<file path="src/rtl/axi4_lite_manager.sv">
// axi4_lite_manager: single-outstanding request/response port to AXI4-Lite manager bridge
module axi4_lite_manager #(
    parameter int AXI_DATA_WIDTH = 32,
    parameter int AXI_ADDR_WIDTH = 32
) (
    input  logic                        aclk,
    input  logic                        rst,
    input  logic                        req_valid,
    output logic                        req_ready,
    input  logic                        req_we,
    input  logic [AXI_ADDR_WIDTH-1:0]   req_addr,
    input  logic [AXI_DATA_WIDTH-1:0]   req_wdata,
    input  logic [AXI_DATA_WIDTH/8-1:0] req_wstrb,
    output logic                        resp_valid,
    input  logic                        resp_ready,
    output logic [AXI_DATA_WIDTH-1:0]   resp_rdata,
    output logic                        resp_err,
    output logic                        axi_awvalid,
    input  logic                        axi_awready,
    output logic [AXI_ADDR_WIDTH-1:0]   axi_awaddr,
    output logic [2:0]                  axi_awprot,
    output logic                        axi_wvalid,
    input  logic                        axi_wready,
    output logic [AXI_DATA_WIDTH-1:0]   axi_wdata,
    output logic [AXI_DATA_WIDTH/8-1:0] axi_wstrb,
    input  logic                        axi_bvalid,
    output logic                        axi_bready,
    input  logic [1:0]                  axi_bresp,
    output logic                        axi_arvalid,
    input  logic                        axi_arready,
    output logic [AXI_ADDR_WIDTH-1:0]   axi_araddr,
    output logic [2:0]                  axi_arprot,
    input  logic                        axi_rvalid,
    output logic                        axi_rready,
    input  logic [AXI_DATA_WIDTH-1:0]   axi_rdata,
    input  logic [1:0]                  axi_rresp
);
    typedef enum logic [2:0] {IDLE, WRITE, WRESP, RADDR, RDATA, RESP} state_t;
    state_t state, state_n;
    logic   accept, aw_ok, w_ok;
    assign axi_awprot = 3'b000;
    assign axi_arprot = 3'b000;
    assign req_ready  = state == IDLE;
    assign accept     = req_ready && req_valid;
    // A channel counts as done once its valid has dropped or is handshaking now
    assign aw_ok      = !axi_awvalid || axi_awready;
    assign w_ok       = !axi_wvalid || axi_wready;
    always_ff @(posedge aclk) begin
        if (rst) state <= IDLE;
        else     state <= state_n;
    end
    always_comb begin
        state_n = state;
        case (state)
            IDLE:    state_n = req_valid ? (req_we ? WRITE : RADDR) : IDLE;
            WRITE:   state_n = (aw_ok && w_ok) ? WRESP : WRITE;
            WRESP:   state_n = (axi_bvalid && axi_bready) ? RESP : WRESP;
            RADDR:   state_n = axi_arready ? RDATA : RADDR;
            RDATA:   state_n = (axi_rvalid && axi_rready) ? RESP : RDATA;
            RESP:    state_n = resp_ready ? IDLE : RESP;
            default: state_n = IDLE;
        endcase
    end
    always_ff @(posedge aclk) begin
        if (rst) begin
            axi_awvalid <= 1'b0;
            axi_wvalid  <= 1'b0;
            axi_bready  <= 1'b0;
            axi_arvalid <= 1'b0;
            axi_rready  <= 1'b0;
            resp_valid  <= 1'b0;
            resp_rdata  <= '0;
            resp_err    <= 1'b0;
            axi_awaddr  <= '0;
            axi_araddr  <= '0;
            axi_wdata   <= '0;
            axi_wstrb   <= '0;
        end else begin
            if (accept && req_we) begin
                axi_awaddr <= req_addr;
                axi_wdata  <= req_wdata;
                axi_wstrb  <= req_wstrb;
            end
            if (accept && !req_we) axi_araddr <= req_addr;
            axi_awvalid <= (accept && req_we) || (axi_awvalid && !axi_awready);
            axi_wvalid  <= (accept && req_we) || (axi_wvalid && !axi_wready);
            axi_bready  <= state_n == WRESP;
            axi_arvalid <= state_n == RADDR;
            axi_rready  <= state_n == RDATA;
            resp_valid  <= state_n == RESP;
            if (axi_bvalid && axi_bready) begin
                resp_rdata <= '0;
                resp_err   <= |axi_bresp;
            end
            if (axi_rvalid && axi_rready) begin
                resp_rdata <= axi_rdata;
                resp_err   <= |axi_rresp;
            end
        end
    end
endmodule

</file>
<file path="config.mk">
export PLATFORM = sky130hd
export DESIGN_NAME = axi4_lite_manager
export DESIGN_NICKNAME = d
export VERILOG_FILES = /design/src/rtl/axi4_lite_manager.sv
export SDC_FILE = /design/constraint.sdc
export NUM_CORES = 1
export LEC_CHECK = 0
export ABC_AREA = 1
export CORE_ASPECT_RATIO = 0.7
export CORE_MARGIN = 10
export CORE_UTILIZATION = 36
export DETAILED_ROUTE_END_ITERATION = 8
export PLACE_DENSITY = 0.74
export SYNTH_ARGS = -nofsm -noshare
export SYNTH_HDL_FRONTEND = slang
export SYNTH_SLANG_ARGS = --single-unit
</file>
<file path="constraint.sdc">
create_clock -name aclk -period 1.3 [get_ports aclk]
set_input_delay 0.26 -clock aclk [delete_from_list [all_inputs] [get_ports aclk]]
set_output_delay 0.26 -clock aclk [all_outputs]
set_load 0.005 [all_outputs]
</file>
After elaboration in Yosys (flattened, before gate mapping):

Index checks and enable logic that the tools add are counted.

* register bits after elaboration: 142
* word-level logic and storage cells: 55
* output and inout bits: 146

* reductions and logical operators: 21
* multiplexer cells: 12
* equal/unequal tests: 9

Operators by type and width (number)
* 32-bit two-way mux: 2
* 3-bit one-hot mux with 6 select lines: 1
* 3-bit by 2-bit equality test with 1-bit output (second input constant): 4
* 3-bit equality test (second input constant): 4
* 3-bit two-way mux: 3
* 1-bit logical AND: 8
* 2-bit two-way mux: 3
* 1-bit zero test: 5
* 1-bit logical OR: 4
* 2-bit OR reduction: 2
* 3-bit by 1-bit equality test with 1-bit output (second input constant): 1
* 3-bit zero test: 1
* 1-bit two-way mux: 3
* 2-bit nonzero test: 1

Longest topological paths before layout:

Gate-level depths: netlist (run 1).

* depth after elaboration: 6
* gate-level depth with buffers: 9

Worst setup path after synthesis (run 1):

No wires, ideal clock.

* kind: flip-flop to flip-flop
* start: register state[1]
* end: register axi_araddr[10]
* data required time: 1.184 ns
* cell stages (with the launch flop): 8
* setup time: 0.116 ns
* arrival: 1.054 ns
* path slack: 0.130 ns
* clock period less this slack: 1.170 ns
* cell sequence: dfxtp_1 -> nor2_4 -> nand2_2 -> inv_4 -> nand3_4 -> clkbuf_2 -> o21ai_0 -> nor2_1

* cells in the longest elaborated chain, start to end: 3

RTL lines
* from (decl): line 39 `state_t state, state_n;`
* from (signal assigned): line 50 `else state <= state_n;`
* 3-bit zero test: line 43 `assign req_ready = state == IDLE;`
* 1-bit logical AND: line 44 `assign accept = req_ready && req_valid;`
* 1-bit logical AND: line 84 `if (accept && !req_we) axi_araddr <= req_addr;`
* to (signal assigned): line 84
* to (decl): line 31 `output logic [AXI_ADDR_WIDTH-1:0] axi_araddr,`

No other way between the ends.
A chain may end at the register's enable or synchronous reset.

Worst setup path in the final report (run 1):

* start: register state[1]
* end: register axi_wdata[13]

* cells in the longest elaborated chain, start to end: 3

RTL lines
* 3-bit zero test: line 43
* 1-bit logical AND: line 44
* 1-bit logical AND: line 79 `if (accept && req_we) begin`
* to (signal assigned): line 81 `axi_wdata <= req_wdata;`
* to (decl): line 24 `output logic [AXI_DATA_WIDTH-1:0] axi_wdata,`

No other way between the ends.

==> results.yml, run 1 <==
run_status:
  status: "finished with violations"
  violations: "setup timing"
cts:
  cts_tree: "yes"
  postCtsHoldBufs: 0
  cts.sinks: 142
  htree_levels: 4
  clockRootBuffer: "clkbuf_16"
  cts_max_path_buffers: 2
  insertion_delay_ns: 0.41
  numCtsBuffers: 17
  clkTransAtPathRegs_ns: 0.06
placement:
  hpwl_mm: 15.0
  gp_congestion: 0.822
  post_dp_cell_area_mm2: 0.00826
  dpl_worst_slack_ns: -0.190
  io_buffers: 253
yosys:
  synth_area_mm2: 0.00534
  ys_ff_latch: 142
  synthMuxAreaShare_pct: 0
  avgSynthCellArea_um2: 7.98
  synth_compound_gate_area_share_pct: 13.0
  ys_warn_count: 0
  synthCells: 670
  yosys.area_share.simple_pct: 26.1
  yosysTopAreaCellShare_pct: 53.2
  synthAdderAreaFrac_pct: 0
  synth_top_family_by_area: "simple AND/OR/NAND/NOR gates"
  synth-xor-area-share_pct: 0
  synth_area_leaders: "dfxtp_1 (53%), a21oi_1 (9.6%), nand2_1 (8.2%)"
  synth.distinct_cells: 23
  yosysSeqAreaShare_pct: 53.2
  yosysTopAreaCell: "dfxtp_1"
timing:
  fin_skew_ns: 0.0104
  timing_hold_violations_final: 0
  max_freq_mhz: 659
  fin_crit_sh_pct: 117
  post-route-min-period_ns: 1.52
  setup_ws_ns: -0.217
  final_max_slew_viol_count: 0
  rsz0062_at_grt: "yes"
  tns_ns: -14.92
  finalSetupViolCount: 103
setup_path:
  cp.required_ns: 1.58
  max_stage_delay_ns: 0.33
  crit_path_end_kind: "register"
  cp_data_arrival_time_ns: 1.80
  path_cells: "nor2_4 -> nand2_2 -> inv_4 -> buf_12 -> buf_12 -> nand3_4 -> buf_4 -> buf_12 -> nand2_4 -> a21oi_2"
  cp_common_cell: "buf_12"
  crit_path_start_kind: "register"
  crit_fanout: 8
  cpMaxStageDelayCell: "dfxtp_2"
  crit_type: "register to register"
global_routing:
  grt_max_degree: 81
  grt_pass1_vias: 6314
  grt_overflow: 0
  grt_pass1_wl_mm: 37.1
  grtUsageTotal_pct: 22.9
  antenna_found_initial: 0
die:
  fp.dieH_um: 122
  io_pins: 260
  die_x_um: 166
  dieArea_mm2: 0.0202
  initial_core_util_pct: 36.5
  core_mm2: 0.0146
  row_count: 37
layout:
  post-route-util_pct: 68.9
  antennaDiodeCount: 0
  final_area_mm2: 0.0101
  drive_above_1_share_pct: 33.1
  area_growth_syn_to_layout_pct: 88.6
  layout.nets: 1079
  nFillCells: 1170
route:
  vias: 6125
  wl_per_cell_um: 20.7
  first_pass_iters: 5
  drc: 0
  final_antenna_net_count: 0
  drtIter0Drc: 419
  avgViaCountPerCell: 5.22
  drt_wl_total_mm: 24.3
power_and_ir_drop:
  leakagePower_nw: 4.21
  irDropWorstVdd_uv: 893
  p_per_area_mw_per_mm2: 1320
run:
  maxCapViolations: 0
worst_hold_path:
  hold_path.class: "primary input to register"
==> synth_stat cells (all sizes together) <==
cell type  count
a31oi          1
nand3         40
nand4         69
a21oi        102
clkbuf        33
clkinv         2
nand2        118
dfxtp        142
inv           15
nor2          78
buf           33
conb           1
o21ai         36
==> kinds of logic (layout without fill, tap and decap cells) <==
| kind of cell | count (synthesis) | count (layout) |
|---|---|---|
| simple gates | 305 | 306 |
| flops | 142 | 142 |
| compound gates | 139 | 139 |
| buf+inv | 83 | 385 |
| other cells | 1 | 6 |
==> through the flow <==
stage / total power [mW] / hold WS [ns] / std cells
2_1_floorplan: 5.79 / 0.409 / 675
3_3_place_gp: 7.14 / 0.449 / 1101
3_5_place_dp: 7.17 / 0.451 / 1101
4_1_cts: 13.3 / 0.332 / 1172
5_1_grt: 13.8 / 0.394 / 1173
6_report: 13.3 / 0.381 / 1173
==> state kept, by name (all words and copies together), names as in the netlist <==
| signal | flops |
|---|---|
| axi_araddr | 32 |
| axi_awaddr | 32 |
| axi_wdata | 32 |
| resp_rdata | 32 |
| axi_wstrb | 4 |
| state | 3 |
| axi_arvalid | 1 |
| axi_awvalid | 1 |
| axi_bready | 1 |
| axi_rready | 1 |
| axi_wvalid | 1 |
| resp_err | 1 |
| resp_valid | 1 |
==> path summary, 6_finish.rpt <==
kind | startpoint | end | slack, ns | cells past startpoint
setup reg to reg | state[1] | axi_wdata[13] | -0.22 | 10
hold / removal | rst | axi_bready | 0.38 | 3
setup / recovery | state[1] | axi_wdata[13] | -0.22 | 10
hold reg to reg | axi_awaddr[14] | axi_awaddr[14] | 0.46 | 2
==> cell type report <==
type	count	area [um2]	area share [%]
tap	195	244	2.42
timing repair buffer	336	3470	34.4
sequential	142	2900	28.8
clock inverter	12	184	1.82
clock buffer	20	447	4.43
multi-input combinational	451	2760	27.3
inverter	17	78.8	0.782
==> critical path, delay by kind of cell, from the launching register on <==
family | cells | cell delay [ns]
buf+inv | 5 | 0.64
flops | 1 | 0.33
compound gates | 1 | 0.05
simple gates | 4 | 0.36
==> metal layers <==
layer / GRT usage (%) / wire length [um] / up-vias / part of all wire [%]
met4: 6.79 / 445 / 0 / 1.8
met2: 37.6 / 11500 / 286 / 47
met1: 26.9 / 9710 / 2926 / 40
met5: 0 / 0 / - / 0
met3: 9.94 / 2590 / 29 / 11
li1: - / - / 2884 / -
==> where the power goes <==
part	switching, mW	internal [mW]
combinational	1.52	1.72
sequential	0.191	4.64
clock	1.97	3.29
total	3.68	9.64
==> placed cells by master, fill, tap and decap left out, types with 37 or more instances in the layout <==
| cell | n |
|---|---|
| a21oi_1 | 69 |
| clkdlybuf4s15_1 | 39 |
| clkdlybuf4s50_1 | 110 |
| dfxtp_1 | 102 |
| dfxtp_2 | 38 |
| dlygate4sd2_1 | 69 |
| nand2_1 | 60 |
| nand3_1 | 37 |
| nand4_1 | 69 |
| nor2_1 | 72 |
==> timing repair <==
action | CTS | global route
setup endpoints to repair | 241 | 176
resized for setup | 390 | 150
buffers inserted | 22 | 6
pin swaps | 13 | 25
gates cloned | 17 | 3
No activity file was read; power rests on OpenSTA's default activity.
==> run 2: changes to the inputs <==
--- a/config.mk
+++ b/config.mk
@@ -9,8 +9,11 @@
 export CORE_ASPECT_RATIO = 0.7
 export CORE_MARGIN = 10
 export CORE_UTILIZATION = 36
+export CTS_CLUSTER_SIZE = 14
 export DETAILED_ROUTE_END_ITERATION = 8
+export HOLD_SLACK_MARGIN = 0.03
 export PLACE_DENSITY = 0.74
+export SETUP_SLACK_MARGIN = 0.3
 export SYNTH_ARGS = -nofsm -noshare
 export SYNTH_HDL_FRONTEND = slang
 export SYNTH_SLANG_ARGS = --single-unit
==> run 2 against run 1 <==
  * Worst setup slack better by 0.12 ns
  * Critical path depth is 1 lower
  * Maximum frequency is 8.8% higher
  * Die area stayed put
  * Clock power is 4.8% lower
  * Non-clock buffer count is 3 higher
  * Combinational power is 8.0% lower
  * Sequential power is 1% higher
  * The run still ends with setup timing left
==> results.yml, run 2 (synthesis gave the netlist of run 1 again) <==
run_status:
  status: "finished with violations"
  violations: "setup timing"
cts:
  insertion_delay_ns: 0.42
  cts_tree: "yes"
  clockRootBuffer: "clkbuf_16"
  clkTransAtPathRegs_ns: 0.06
  cts_max_path_buffers: 2
  postCtsHoldBufs: 0
  cts.sinks: 142
  htree_levels: 4
  numCtsBuffers: 17
layout:
  final_cell_mix: "buf_6 (150), dfxtp_2 (140), clkdlybuf4s50_1 (110), a21oi_1 (99), nand2_1 (96)"
  layout.nets: 1081
  area_growth_syn_to_layout_pct: 91.4
  seqCellArea_mm2: 0.00303
  final_common_cell: "buf_6"
  drive_above_1_share_pct: 48.5
  nFillCells: 1066
  multi_input_area_mm2: 0.00246
placement:
  hpwl_mm: 14.0
  gp_congestion: 0.820
  io_buffers: 253
global_routing:
  grtUsageTotal_pct: 19.6
  grt_pass1_vias: 5565
  grt_overflow: 0
  grt_max_degree: 105
  grt_pass1_wl_mm: 32.0
  antenna_found_initial: 1
worst_hold_path:
  hold_end: "axi_araddr[25]"
  min_from: "rst"
  hold_path.class: "primary input to register"
  min_path_cells: 4
power_and_ir_drop:
  irDropWorstVdd_uv: 899
  p_per_area_mw_per_mm2: 1260
  leakagePower_nw: 4.13
route:
  avgViaCountPerCell: 5.11
  first_pass_iters: 4
  drc: 0
  wl_per_cell_um: 19.3
  final_antenna_net_count: 0
  drt_wl_total_mm: 22.8
  vias: 6006
  drtIter0Drc: 372
timing:
  final_max_slew_viol_count: 0
  slew-limit-headroom_pct: 63.9
  timing.hold.ws_ns: 0.230
  fin_skew_ns: 0.00794
  finalSetupViolCount: 95
  tns_ns: -2.85
  setup_ws_ns: -0.0942
  tightest_slew_ns: 0.541
  rsz0062_at_grt: "yes"
  max_freq_mhz: 717
  fin_crit_sh_pct: 107
  post-route-min-period_ns: 1.39
  timing_hold_violations_final: 0
setup_path:
  worstReg2RegEnd: "axi_awaddr[24]"
  crit_fanout: 5
  cp_data_arrival_time_ns: 1.67
  crit_path_end_kind: "register"
  crit_path_start_kind: "register"
  rr_startpoint: "state[1]"
  cp.required_ns: 1.57
  reg2reg_depth: 9
  rrSetupSlack_ns: -0.09
  crit_type: "register to register"
die:
  dieArea_mm2: 0.0202
  row_count: 37
  fp.dieH_um: 122
  core_mm2: 0.0146
  initial_core_util_pct: 36.5
  io_pins: 260
  die_x_um: 166
run:
  maxCapViolations: 0
run 2: cell count changes in the layout (fill, tap and decap cells not counted), moves of 27 or more:
cell / before / now
nand2_1: 60 / 96
dfxtp_1: 102 / 0
clkdlybuf4s15_1: 39 / 0
clkbuf_2: 27 / 0
dlygate4sd2_1: 69 / 0
dfxtp_2: 38 / 140
buf_6: 16 / 150
a21oi_2: 33 / 3
a21oi_1: 69 / 99
run 2: metrics by stage:
stage / cell area [um2] / util [%] / instances / total power, mW / setup slack, ns
after floorplan: 5420 / - / 675 / 5.83 / 0.151
after global placement: 8290 / 56.7 / 1095 / 7.13 / -0.133
final: 10200 / 69.9 / 1176 / 12.9 / -0.0942
after detailed placement: 8290 / 56.7 / 1095 / 7.15 / -0.158
after CTS: 9300 / 63.6 / 1144 / 12.4 / -0.0638
after global routing: 10200 / 69.9 / 1175 / 13.4 / -0.146
run 2: cell type report:
type                    instances  area share [%]
diodes                          1          0.0245
repair buffers                339            37.2
multi-input cells             450            24.1
clock inverters                10            1.35
well taps                     195            2.39
inverters                      17           0.819
clock buffers                  22            4.54
flip-flops and latches        142            29.6
run 2: where the power goes:
group	switching [mW]	total [mW]	internal, mW	leakage, nW
registers	0.201	4.88	4.68	1.22
logic	1.32	2.97	1.65	2.62
clock network	1.89	5.01	3.12	0.290
run 2: per-layer routing:
metal	up-vias	track usage (%)	part of all wire (%)
li1	2879	-	-
met1	2877	23.6	42
met2	222	30.9	47
met3	28	9.30	8.8
met4	0	5.74	1.8
met5	-	0	0
run 2: repair_timing:
action | 4_1_cts | 5_1_grt
pin swaps | 28 | 23
buffers inserted | 16 | 20
setup endpoints to repair | 272 | 282
gates cloned | 1 | 11
resized for setup | 841 | 115
hold endpoints to repair | 0 | 0
run 2: how the worst max path moves through the flow:
stage | startpoint | cells after the start | slack (ns) | to
after global placement | axi_bvalid | 8 | -0.13 | state[1]
final | state[1] | 9 | -0.09 | axi_awaddr[24]
after global routing | state[1] | 9 | -0.15 | axi_awaddr[9]
after floorplan | state[2] | 8 | 0.15 | axi_araddr[10]
after CTS | state[1] | 4 | -0.06 | req_ready
after detailed placement | axi_rvalid | 9 | -0.16 | axi_arvalid
run 2: critical path: stages (launching register included):
cell	delay (ns)
dfxtp_2	0.33
nor2_4	0.11
nand2_2	0.07
inv_4	0.08
buf_8	0.13
nand3_4	0.09
buf_12	0.16
buf_12	0.14
nand2_2	0.06
a21oi_1	0.07
==> run 3: changes to the inputs <==
--- a/config.mk
+++ b/config.mk
@@ -7,7 +7,6 @@
 export LEC_CHECK = 0
 export ABC_AREA = 1
 export CORE_ASPECT_RATIO = 0.7
-export CORE_MARGIN = 10
 export CORE_UTILIZATION = 36
 export CTS_CLUSTER_SIZE = 14
 export DETAILED_ROUTE_END_ITERATION = 8
==> constraint.sdc (replaced) <==
create_clock -name aclk -period 1.8 [get_ports aclk]
set_input_delay 0.36 -clock aclk [delete_from_list [all_inputs] [get_ports aclk]]
set_output_delay 0.36 -clock aclk [all_outputs]
set_load 0.005 [all_outputs]
==> run 3 against run 2 <==
  * The run now ends clean
  * Register-to-register slack improved by 0.45 ns
  * Clock power fell by 31%
  * First-iteration DRC count fell by 23%
  * Power fell by 35%
  * Clock-buffer cell count fell by 3
  * Wire length fell by 22%
  * Sequential power fell by 30%
  * Sequential cell count did not move
  * Non-clock buffer count fell by 58
  * Critical path type is now register to primary output
  * Critical endpoint is now req_ready
  * Largest power group unchanged
==> results.yml, run 3 (synthesis gave the netlist of run 1 again) <==
cts:
  cts_tree: "yes"
  insertion_delay_ns: 0.41
  cts_max_path_buffers: 2
  clockRootBuffer: "clkbuf_16"
  htree_levels: 4
  clkTransAtPathRegs_ns: 0.06
  numCtsBuffers: 17
  cts.sinks: 142
layout:
  final_cell_mix: "dlygate4sd2_1 (139), dfxtp_1 (133), nand2_1 (117), clkdlybuf4s50_1 (110), a21oi_1 (102)"
  post-route-util_pct: 59.9
  final_common_cell: "dlygate4sd2_1"
  multi_input_area_mm2: 0.00211
  final_area_mm2: 0.00849
  drive_above_1_share_pct: 8.47
  seqCellArea_mm2: 0.00286
  layout.nets: 1023
  nFillCells: 1337
  area_growth_syn_to_layout_pct: 59.0
  final-instance-count-excl-fill: 1112
setup_path:
  crit_path_start: "state[1]"
  cpMaxStageDelayCell: "dfxtp_4"
  cp_data_arrival_time_ns: 1.14
  crit_type: "register to primary output"
  max_stage_delay_ns: 0.35
  path_cells: "nor2_4 -> nand2_2 -> clkinv_4 -> buf_6"
  crit_path_start_kind: "register"
  crit_path_end_kind: "primary output"
  path_delay_family: "flip-flops"
  cp.required_ns: 1.44
  crit_fanout: 5
  rr_startpoint: "state[0]"
  cp_num_buf_inv: 2
timing:
  finalSetupViolCount: 0
  fin_crit_sh_pct: 83.2
  max_freq_mhz: 667
  setup_ws_ns: 0.302
  final_max_slew_viol_count: 0
  post-route-min-period_ns: 1.50
  tns_ns: 0
  rsz0062_at_grt: "yes"
  timing.hold.ws_ns: 0.329
  fin_skew_ns: 0.0114
  timing_hold_violations_final: 0
power_and_ir_drop:
  total_power_mw: 8.36
  p_per_area_mw_per_mm2: 984
  irDropWorstVdd_uv: 658
  leakagePower_nw: 3.76
global_routing:
  grt_overflow: 0
  antenna_found_initial: 1
  grt_max_degree: 64
  grtUsageTotal_pct: 22.6
  grt_pass1_wl_mm: 27.4
  grt_pass1_vias: 5096
run_status:
  status: "finished, final reports clean"
placement:
  post_dp_cell_area_mm2: 0.00801
  dp.cells: 1075
  hpwl_mm: 11.9
  gp_congestion: 0.813
  io_buffers: 253
  dpl_worst_slack_ns: 0.192
route:
  first_pass_iters: 5
  wl_per_cell_um: 15.9
  vias: 5516
  drtIter0Drc: 285
  drc: 0
  final_antenna_net_count: 0
  avgViaCountPerCell: 4.96
  drt_wl_total_mm: 17.7
worst_hold_path:
  hold_path.class: "primary input to register"
  min_from: "rst"
run:
  maxCapViolations: 0
die:
  core_mm2: 0.0142
  row_count: 36
  die_x_um: 148
  io_pins: 260
  initial_core_util_pct: 37.7
  dieArea_mm2: 0.0153
  fp.dieH_um: 104
## run 3: cell count changes in the layout (fill, tap and decap cells not counted), sizes merged
cell         before  now
bufinv            3    2
buf             220   32
dlygate4sd2       0  139
clkinv            6    7
clkinvlp          2    3
inv              16   17
clkbuf           31   19
## run 3: worst paths after layout
kind                         to  slack, ns  cells past startpoint
setup / recovery      req_ready       0.30                      4
setup reg to reg  axi_araddr[4]       0.36                      9
hold / removal    axi_awaddr[1]       0.33                      2
hold reg to reg   axi_wdata[29]       0.46                      2
## run 3: cell type report
type / count / share of cell area [%]
diodes: 1 / 0.0295
well taps: 190 / 2.80
inverters: 17 / 0.825
multi-input cells: 450 / 24.9
clock inverters: 12 / 1.61
flip-flops and latches: 142 / 33.7
clock buffers: 19 / 5.21
repair buffers: 281 / 31.0
## run 3: timing repair
item,4_1_cts,5_1_grt
pin swaps,1,2
setup endpoints to repair,189,22
buffers inserted,1,4
resized for setup,151,11
hold buffers,0,0
## run 3: power by group
group | internal [mW] | switching (mW)
clock network | 2.08 | 1.40
registers | 3.34 | 0.0950
logic | 0.694 | 0.744
total | 6.12 | 2.24
## run 3: per-layer routing
layer	wire, um	GRT usage, %
met1	7990	29.3
met3	1770	9.43
met5	0	0
met2	7770	33.7
met4	148	7.44
